==> src/rtl/sd_sector_arbiter_pkg.sv <==
// rtl/sd_sector_arbiter_pkg.sv - shared types and constants for the SD sector arbiter
package sd_arb_pkg;

    localparam int SD_LBA_W = 32;
    localparam int MAX_NCLI = 8;

    typedef enum logic [1:0] {
        IDLE,
        ISSUE,
        XFER,
        DONE
    } arb_state_t;

    function automatic int wrap_inc(input int v, input int n);
        return (v + 1 >= n) ? 0 : v + 1;
    endfunction

endpackage

==> src/rtl/sd_sector_arbiter_rr_pick.sv <==
// rtl/sd_sector_arbiter_rr_pick.sv - combinational round-robin selector starting at ptr
module rr_pick #(
    parameter int  N  = 3,
    localparam int IW = $clog2(N)
) (
    input  logic [N-1:0]  req,
    input  logic [IW-1:0] ptr,
    output logic          valid,
    output logic [IW-1:0] idx
);

    always_comb begin : pick
        int j;
        valid = 1'b0;
        idx   = '0;
        j     = 0;
        // scan farthest-first so the requester closest to ptr wins
        for (int k = N - 1; k >= 0; k--) begin
            j = int'(ptr) + k;
            if (j >= N) j = j - N;
            if (req[IW'(j)]) begin
                valid = 1'b1;
                idx   = IW'(j);
            end
        end
    end

endmodule

==> src/rtl/sd_sector_arbiter.sv <==
// rtl/sd_sector_arbiter.sv - shares the SD sector command port among NCLI clients
module sd_sector_arbiter
    import sd_arb_pkg::*;
#(
    parameter int  NCLI  = 3,
    parameter int  TMO_W = 24,
    localparam int OW    = $clog2(NCLI)
) (
    input  logic                     clk_bus,
    input  logic                     reset_n,
    input  logic [NCLI-1:0]          cli_req,
    input  logic [NCLI-1:0]          cli_wr,
    input  logic [NCLI-1:0]          cli_conf,
    input  logic [NCLI*SD_LBA_W-1:0] cli_lba,
    output logic [NCLI-1:0]          cli_gnt,
    output logic [NCLI-1:0]          cli_done,
    output logic                     cli_err,
    output logic [OW-1:0]            owner,
    output logic                     busy,
    output logic [SD_LBA_W-1:0]      sd_lba,
    output logic                     sd_rd,
    output logic                     sd_wr,
    output logic                     sd_conf,
    input  logic                     sd_ack
);

    localparam logic [TMO_W-1:0] TMO_LAST = ~TMO_W'(1);

    arb_state_t          state, state_nxt;
    logic                ack_m, ack_s;
    logic [OW-1:0]       rr_ptr, rr_ptr_nxt, owner_nxt, pick_idx;
    logic                pick_valid;
    logic [NCLI-1:0]     gnt_nxt;
    logic [TMO_W-1:0]    tmo, tmo_nxt;
    logic                err_q, err_nxt;
    logic [SD_LBA_W-1:0] lba_sel, lba_nxt;
    logic                rd_nxt, wr_nxt, conf_nxt;
    logic                done_now;

    rr_pick #(.N(NCLI)) u_pick (
        .req   (cli_req),
        .ptr   (rr_ptr),
        .valid (pick_valid),
        .idx   (pick_idx)
    );

    always_ff @(posedge clk_bus or negedge reset_n) begin
        if (!reset_n) begin
            ack_m <= 1'b0;
            ack_s <= 1'b0;
        end else begin
            ack_m <= sd_ack;
            ack_s <= ack_m;
        end
    end

    always_comb begin
        lba_sel = '0;
        for (int k = 0; k < NCLI; k++)
            if (pick_idx == OW'(k)) lba_sel = cli_lba[SD_LBA_W*k +: SD_LBA_W];
    end

    always_comb begin
        state_nxt  = state;
        rr_ptr_nxt = rr_ptr;
        owner_nxt  = owner;
        gnt_nxt    = cli_gnt;
        tmo_nxt    = tmo;
        err_nxt    = err_q;
        lba_nxt    = sd_lba;
        rd_nxt     = sd_rd;
        wr_nxt     = sd_wr;
        conf_nxt   = sd_conf;
        case (state)
            IDLE: begin
                // a stale ack from the previous transfer must clear before a new command
                if (pick_valid && !ack_s) begin
                    owner_nxt = pick_idx;
                    gnt_nxt   = NCLI'(1) << pick_idx;
                    conf_nxt  = cli_conf[pick_idx];
                    lba_nxt   = cli_conf[pick_idx] ? '0 : lba_sel;
                    rd_nxt    = !cli_wr[pick_idx];
                    wr_nxt    = cli_wr[pick_idx];
                    tmo_nxt   = '0;
                    err_nxt   = 1'b0;
                    state_nxt = ISSUE;
                end
            end
            ISSUE, XFER: begin
                if (tmo == TMO_LAST) begin
                    tmo_nxt   = '1;
                    rd_nxt    = 1'b0;
                    wr_nxt    = 1'b0;
                    err_nxt   = 1'b1;
                    state_nxt = DONE;
                end else begin
                    tmo_nxt = tmo + 1'b1;
                    if (state == ISSUE && ack_s) begin
                        rd_nxt    = 1'b0;
                        wr_nxt    = 1'b0;
                        state_nxt = XFER;
                    end else if (state == XFER && !ack_s) begin
                        state_nxt = DONE;
                    end
                end
            end
            DONE: begin
                if (!ack_s) begin
                    gnt_nxt    = '0;
                    rr_ptr_nxt = OW'(wrap_inc(int'(owner), NCLI));
                    state_nxt  = IDLE;
                end
            end
            default: state_nxt = IDLE;
        endcase
    end

    always_ff @(posedge clk_bus or negedge reset_n) begin
        if (!reset_n) begin
            state   <= IDLE;
            rr_ptr  <= '0;
            owner   <= '0;
            cli_gnt <= '0;
            tmo     <= '0;
            err_q   <= 1'b0;
            sd_lba  <= '0;
            sd_rd   <= 1'b0;
            sd_wr   <= 1'b0;
            sd_conf <= 1'b0;
        end else begin
            state   <= state_nxt;
            rr_ptr  <= rr_ptr_nxt;
            owner   <= owner_nxt;
            cli_gnt <= gnt_nxt;
            tmo     <= tmo_nxt;
            err_q   <= err_nxt;
            sd_lba  <= lba_nxt;
            sd_rd   <= rd_nxt;
            sd_wr   <= wr_nxt;
            sd_conf <= conf_nxt;
        end
    end

    // done fires on the DONE cycle that exits, so a timed-out owner hears once, after ack clears
    assign done_now = (state == DONE) && !ack_s;
    assign cli_done = done_now ? cli_gnt : '0;
    assign cli_err  = done_now & err_q;
    assign busy     = (state != IDLE);

endmodule

==> config.mk <==
export PLATFORM = sky130hd
export DESIGN_NAME = sd_sector_arbiter
export DESIGN_NICKNAME = d
export VERILOG_FILES = /design/src/rtl/sd_sector_arbiter_pkg.sv /design/src/rtl/sd_sector_arbiter_rr_pick.sv /design/src/rtl/sd_sector_arbiter.sv
export SDC_FILE = /design/constraint.sdc
export NUM_CORES = 1
export LEC_CHECK = 0
export CELL_PAD_IN_SITES_DETAIL_PLACEMENT = 0
export CELL_PAD_IN_SITES_GLOBAL_PLACEMENT = 2
export CORE_MARGIN = 1
export CORE_UTILIZATION = 29
export CTS_CLUSTER_SIZE = 12
export DETAILED_ROUTE_END_ITERATION = 10
export PLACE_DENSITY_LB_ADDON = 0.1
export SLEW_MARGIN = 20
export SYNTH_ARGS = -nofsm -noshare
export SYNTH_HDL_FRONTEND = slang
export SYNTH_SLANG_ARGS = --single-unit
==> constraint.sdc <==
create_clock -name clk_bus -period 5.7 [get_ports clk_bus]
set_input_delay 1.14 -clock clk_bus [delete_from_list [all_inputs] [get_ports clk_bus]]
set_output_delay 1.14 -clock clk_bus [all_outputs]
set_load 0.005 [all_outputs]
==> impl_metrics.env, run 1 <==
export IMPL_global_router_s_overall_resource_usage_pct=18.8
export IMPL_synth_edf_count=0
export IMPL_status="complete, no violations"
export IMPL_via_count_of_the_first_global_routing_pass=4153
export IMPL_numCtsBuffers=9
export IMPL_period_needed_ns=3.82
export IMPL_clock_sinks=71
export IMPL_yosys_cell_types_count=58
export IMPL_clockRootBuffer="clkbuf_16"
export IMPL_setup_tns_final_ns=0
export IMPL_grt_start_max_net_pins=72
export IMPL_synth_async_reset_ratio_pct=100
export IMPL_timing_hold_worst_start="ack_m"
export IMPL_report_final_slew_viol_count=0
export IMPL_port_buffers=152
export IMPL_first_pass_grt_wire_length_um=22800
export IMPL_cts_setup_buffers=0
export IMPL_area_growth_synth_to_final_pct=44.1
export IMPL_hold_class="flip-flop to flip-flop"
export IMPL_hold_buffers=0
export IMPL_synth_cell_area_sq_um=4410
export IMPL_post_synth_top_count_cell="dfrtp_1"
export IMPL_final_weighted_congestion_of_routability_driven_global_placement=0.738
export IMPL_final_min_period_over_clock_period_pct=67.0
export IMPL_worst_ir_drop_vdd_uv=181
export IMPL_timing_setup_critical_path_class="input pin to flip-flop"
export IMPL_grt_antenna_before_repair=0
export IMPL_crit_required_ns=5.96
export IMPL_synth_avg_cell_area_sq_um=9.30
export IMPL_crit_family="compound AO/OA/AOI/OAI gates"
export IMPL_clock_tree_buf_depth=2
export IMPL_hold_viol=0
export IMPL_synth_ff_type="dfrtp_1"
export IMPL_ios=153
export IMPL_drt_antenna_violating_nets=0
export IMPL_number_of_nets_produced_by_synthesis=591
export IMPL_critical_path_slowest_cell="clkdlybuf4s50_1"
export IMPL_startpoint_type="input pin"
export IMPL_first_iter_violations=202
export IMPL_clk_pin_slew_worst_paths_ns=0.05
export IMPL_arrival_time_of_data_at_the_critical_path_endpoint_ns=4.08
export IMPL_floorplan_core_area_sq_um=14700
export IMPL_insertion_delay_ns=0.34
export IMPL_mapped_cells=474
export IMPL_nets=727
export IMPL_ys_ff_latch=71
export IMPL_post_drt_via_cell_ratio=5.24
export IMPL_initial_core_util_pct=30.0
export IMPL_via_count=4176
export IMPL_timing_critical_path_cells="clkdlybuf4s50_1 -> nor2b_4 -> o21a_1 -> o311ai_4 -> nand3_2 -> a221oi_2 -> o21ai_4 -> buf_16 -> o21ai_2"
export IMPL_avgRoutedWirePerCell_um=18.2
export IMPL_postLayoutSetupSlackWorst_ns=1.88
export IMPL_yosys_warnings=0
export IMPL_die_height_um=125
export IMPL_fmax_mhz=262
export IMPL_drcViolationCount=0
export IMPL_leakage_nw=2.60
export IMPL_rsz_0062_raised_after_global_routing="false"
export IMPL_die_ar_sq_um=15700
export IMPL_fp_row_count=44
export IMPL_cts_resized_gates=0
export IMPL_critical_path_buf_inv_count=2
export IMPL_dp_worst_setup_slack_ns=1.49
export IMPL_dp_final_hpwl_um=10500
export IMPL_timing_critical_path_to_type="flip-flop"
export IMPL_critical_path_startpoint="cli_req[1]"
export IMPL_tritoncts="done"
export IMPL_routed_wl_um=14500
export IMPL_n_antenna_cell=0
export IMPL_fp_dieW_um=125
export IMPL_grt_remaining_overflow=0
export IMPL_powerDensity_nw_per_um2=435
export IMPL_setup_violations_final=0
export IMPL_synth_top_cells_by_area="dfrtp_1 40%, a221oi_2 6.8%, and3_1 4.8%, o21ai_2 4.2%, nand2_1 4.0%"
export IMPL_r2r_start="rr_ptr[1]"
export IMPL_drt_pre_antenna_iters=5
export IMPL_layout_drive_gt1_share_pct=12.4
export IMPL_synth_largest_type_area_fraction_pct=40.3
export IMPL_clock_tree_htree_level_count=3
export IMPL_yosysSeqAreaShare_pct=40.3
export IMPL_synth_common_cells="71 x dfrtp_1, 47 x nand2_1, 44 x nor2_1"
export IMPL_netlist_top_cell_by_area="dfrtp_1"
export IMPL_path_max_fanout=29
export IMPL_worstMarginPinSlew_ns=1.00
export IMPL_worst_clock_skew_ns=0.00524
export IMPL_timing_critical_path_slowest_cell_delay_ns=0.66
export IMPL_total_of_max_cap_violations=0
export IMPL_fillers=1434
export IMPL_worst_slew_margin_rel_pct=33.3
-- final timing paths --
kind                              end  cells past startpoint  slack (ns)
max                        sd_lba[11]                      9        1.88
min                             ack_s                      0        0.35
max reg2reg                sd_lba[11]                     10        2.47
min reg2reg                     ack_s                      0        0.35
max in group asynchronous   sd_lba[7]                      1        4.15
min in group asynchronous       sd_wr                      1        0.95
-- sequential cells by signal, summed over array words and instances (netlist names) --
signal and count:
ack_m 1, ack_s 1, cli_gnt 3, err_q 1, owner 2, rr_ptr 2
sd_conf 1, sd_lba 32, sd_rd 1, sd_wr 1, state 2, tmo 24
-- layout by cell type (no fill, tap or decap), drive strengths merged, types with 3 or more instances in the layout --
cell type / n
nand3: 11
or2: 4
nor4: 5
a221oi: 33
buf: 6
nand2: 47
nand4: 6
clkdlybuf4s50: 151
o21ai: 51
ha: 9
mux2i: 5
nor3: 5
o22ai: 8
inv: 20
o21a: 5
a22o: 5
nor2b: 7
a21oi: 29
and2: 3
nor2: 45
a21o: 3
clkbuf: 14
or3: 4
dfrtp: 71
a31oi: 8
and3: 34
-- where the power goes --
group / switching, mW / total (mW) / internal (mW)
Clock: 0.208 / 0.546 / 0.338
Sequential: 0.0929 / 0.726 / 0.633
Combinational: 0.838 / 1.49 / 0.654
-- worst reg2reg max path, stage by stage, from the launching register on --
cell      delay (ns)
dfrtp_1         0.38
inv_1           0.07
ha_1            0.31
nor2b_4         0.18
o21a_1          0.21
o311ai_4        0.34
nand3_2         0.53
a221oi_2        0.47
o21ai_4         0.28
buf_16          0.26
o21ai_2         0.13
-- kinds of logic (layout without fill, tap and decap cells) --
logic type               Yosys count  in the layout  share of synthesized area (%)
AO/OA/AOI/OAI                    159            159                           29.3
adder cells (fa/ha/maj)            9              9                           2.55
buffers and inverters             52            191                           5.59
flip-flops                        71             71                           40.3
multiplexers                       7              7                           1.65
AND/OR/NAND/NOR                  176            176                           20.6
-- final cells by class --
| class | count | area [sq um] | share of cell area [%] |
|---|---|---|---|
| clock buffer | 14 | 284 | 4.47 |
| tap | 184 | 230 | 3.62 |
| multi-input combinational | 351 | 2410 | 37.9 |
| sequential | 71 | 1780 | 28.0 |
| timing repair buffer | 157 | 1580 | 24.8 |
| inverter | 20 | 75.1 | 1.18 |
-- routing by layer --
metal  global-route usage, %  vias up  part of all wire (%)
met5                       0        -                     0
met4                    6.31        0                   1.5
met3                    6.38       14                   7.8
met2                    31.8      118                    49
met1                    22.2     2014                    42
li1                        -     2030                     -
-- metrics by stage --
| stage | area, sq um | utilization [%] | power [mW] | hold WS [ns] | instances |
|---|---|---|---|---|---|
| floorplan | 4410 | - | 1.65 | 0.331 | 474 |
| global placement | 6030 | 41.1 | 2.22 | 0.336 | 782 |
| detailed placement | 6070 | 41.3 | 2.24 | 0.335 | 783 |
| CTS | 6350 | 43.2 | 2.80 | 0.347 | 797 |
| global route | 6350 | 43.2 | 2.97 | 0.372 | 797 |
| finish | 6350 | 43.2 | 2.76 | 0.346 | 797 |
Power figures use the tool's default switching activity.
==> run 2, diff against run 1 <==
--- a/config.mk
+++ b/config.mk
@@ -8,7 +8,7 @@
 export CELL_PAD_IN_SITES_DETAIL_PLACEMENT = 0
 export CELL_PAD_IN_SITES_GLOBAL_PLACEMENT = 2
 export CORE_MARGIN = 1
-export CORE_UTILIZATION = 29
+export CORE_UTILIZATION = 24
 export CTS_CLUSTER_SIZE = 12
 export DETAILED_ROUTE_END_ITERATION = 10
 export PLACE_DENSITY_LB_ADDON = 0.1
==> constraint.sdc (replaced) <==
create_clock -name clk_bus -period 3.2 [get_ports clk_bus]
set_input_delay 0.64 -clock clk_bus [delete_from_list [all_inputs] [get_ports clk_bus]]
set_output_delay 0.64 -clock clk_bus [all_outputs]
set_load 0.005 [all_outputs]
==> run 2 against run 1 <==
- clock power increased by 100%
- worst setup slack got worse by 1.3 ns
- largest power group unchanged
- via count increased by 0.41%
- sequential share of layout area decreased by 0.86 points
- first-iteration DRC count decreased by 31%
- largest cell class unchanged
- critical endpoint is now cli_err
- global-route usage decreased by 1.9 points
- hold slack got worse by 0.042 ns
- clock-buffer cell count decreased by 3
- combinational power increased by 87%
- sequential cell count unchanged
==> impl_metrics.env, run 2 (synthesis results as in run 1) <==
export IMPL_timing_critical_path_to_type="output pin"
export IMPL_tritoncts="done"
export IMPL_leakage_nw=2.69
export IMPL_report_final_slew_viol_count=0
export IMPL_setup_worst_path_end="cli_err"
export IMPL_total_power_mw=5.16
export IMPL_status="complete, no violations"
export IMPL_final_min_period_over_clock_period_pct=82.6
export IMPL_period_needed_ns=2.64
export IMPL_hold_class="input pin to asynchronous set/reset pin"
export IMPL_critical_path_slowest_cell="clkdlybuf4s50_1"
export IMPL_via_count_of_the_first_global_routing_pass=4373
export IMPL_dp_final_hpwl_um=11200
export IMPL_regToRegSetupSlack_ns=0.66
export IMPL_r2r_start="rr_ptr[1]"
export IMPL_drt_antenna_violating_nets=0
export IMPL_setup_violations_final=0
export IMPL_arrival_time_of_data_at_the_critical_path_endpoint_ns=2.00
export IMPL_timing_reg2reg_worst_path_depth=10
export IMPL_grt_antenna_before_repair=0
export IMPL_clock_tree_buf_depth=2
export IMPL_worst_ir_drop_vdd_uv=325
export IMPL_ios=153
export IMPL_n_antenna_cell=0
export IMPL_timing_critical_path_slowest_cell_delay_ns=0.53
export IMPL_fp_row_count=49
export IMPL_routed_wl_um=15100
export IMPL_fmax_mhz=379
export IMPL_global_router_s_overall_resource_usage_pct=16.9
export IMPL_fillers=1839
export IMPL_timing_setup_critical_path_class="flip-flop to output pin"
export IMPL_top_register="sd_lba"
export IMPL_max_reg_flops=32
export IMPL_grt_remaining_overflow=0
export IMPL_worst_slew_margin_rel_pct=51.6
export IMPL_timing_rr_end="sd_rd"
export IMPL_die_height_um=138
export IMPL_first_iter_violations=140
export IMPL_critical_path_startpoint="state[0]"
export IMPL_insertion_delay_ns=0.34
export IMPL_nets=744
export IMPL_clk_pin_slew_worst_paths_ns=0.05
export IMPL_final_cell_mix="151 x clkdlybuf4s50_1, 71 x dfrtp_1, 47 x nand2_1"
export IMPL_hold_buffers=0
export IMPL_die_ar_sq_um=18900
export IMPL_worstMarginPinSlew_ns=0.727
export IMPL_port_buffers=152
export IMPL_layout_drive_gt1_share_pct=14.6
export IMPL_total_of_max_cap_violations=0
export IMPL_powerDensity_nw_per_um2=787
export IMPL_floorplan_core_area_sq_um=18000
export IMPL_final_weighted_congestion_of_routability_driven_global_placement=0.771
export IMPL_top_regs="sd_lba (32), tmo (24), cli_gnt (3)"
export IMPL_area_growth_synth_to_final_pct=48.7
export IMPL_rsz_0062_raised_after_global_routing="false"
export IMPL_crit_required_ns=2.56
export IMPL_hold_viol=0
export IMPL_clock_tree_htree_level_count=3
export IMPL_avgRoutedWirePerCell_um=17.5
export IMPL_post_drt_via_cell_ratio=4.88
export IMPL_timing_critical_path_cells="ha_1 -> nor2b_1 -> and2_1 -> clkdlybuf4s50_1"
export IMPL_cts_setup_buffers=0
export IMPL_clockRootBuffer="clkbuf_16"
export IMPL_cts_resized_gates=0
export IMPL_startpoint_type="flip-flop"
export IMPL_setup_tns_final_ns=0
export IMPL_fp_dieW_um=138
export IMPL_numCtsBuffers=9
export IMPL_drt_pre_antenna_iters=4
export IMPL_worst_clock_skew_ns=0.00770
export IMPL_via_count=4193
export IMPL_clock_sinks=71
export IMPL_grt_start_max_net_pins=72
export IMPL_path_max_fanout=5
export IMPL_first_pass_grt_wire_length_um=23900
export IMPL_drcViolationCount=0
export IMPL_layout_commonest_cell="clkdlybuf4s50_1"
export IMPL_initial_core_util_pct=24.5
-- run 2: changes by cell type in the layout (fill, tap and decap cells not counted), sizes merged --
cell    before  now
bufinv       0    2
clkbuf      14   11
buf          6   23
clkinv       0    2
-- run 2: metrics by stage --
stage / std cells / setup WS [ns] / cell area (sq um) / util, % / hold slack (ns)
2_1_floorplan: 474 / 1.05 / 4410 / - / 0.331
3_3_place_gp: 845 / 0.291 / 6240 / 34.7 / 0.338
3_5_place_dp: 845 / 0.234 / 6240 / 34.7 / 0.342
4_1_cts: 860 / 0.496 / 6550 / 36.5 / 0.355
5_1_grt: 860 / 0.402 / 6560 / 36.5 / 0.360
6_report: 860 / 0.558 / 6560 / 36.5 / 0.304
-- run 2: how the worst min path moves through the flow --
stage,end,slack (ns),cells after the start
after floorplan,ack_s,0.33,0
after global placement,ack_s,0.34,0
after detailed placement,ack_s,0.34,0
after CTS,ack_s,0.35,0
after global routing,ack_s,0.36,0
final,ack_s,0.30,1
-- run 2: final cells by class --
| cell class | count | area (sq um) | share of cell area (%) |
|---|---|---|---|
| clock buffer | 11 | 243 | 3.70 |
| clock inverter | 4 | 70.1 | 1.07 |
| inverter | 20 | 75.1 | 1.15 |
| multi-input combinational | 351 | 2400 | 36.7 |
| sequential | 71 | 1780 | 27.1 |
| tap | 229 | 287 | 4.37 |
| timing repair buffer | 174 | 1700 | 25.9 |
-- run 2: routing by layer --
layer	track usage, %	part of all wire, %	vias to the layer above
li1	-	-	2069
met1	20.0	42	1989
met2	27.1	48	122
met3	7.36	9.2	13
met4	5.62	1.4	0
met5	0	0	-
-- run 2: critical path, delay by kind of cell, from the launching register on --
family / cells / cell delay [ns]
buffers and inverters: 1 / 0.53
adders and majority gates: 1 / 0.19
and+or+nand+nor: 2 / 0.54
DFF: 1 / 0.40
-- run 2: power breakdown --
group          switching (mW)  leakage [nW]  internal (mW)
registers               0.161         0.942           1.13
clock network           0.395         0.155          0.697
logic                    1.50          1.59           1.28
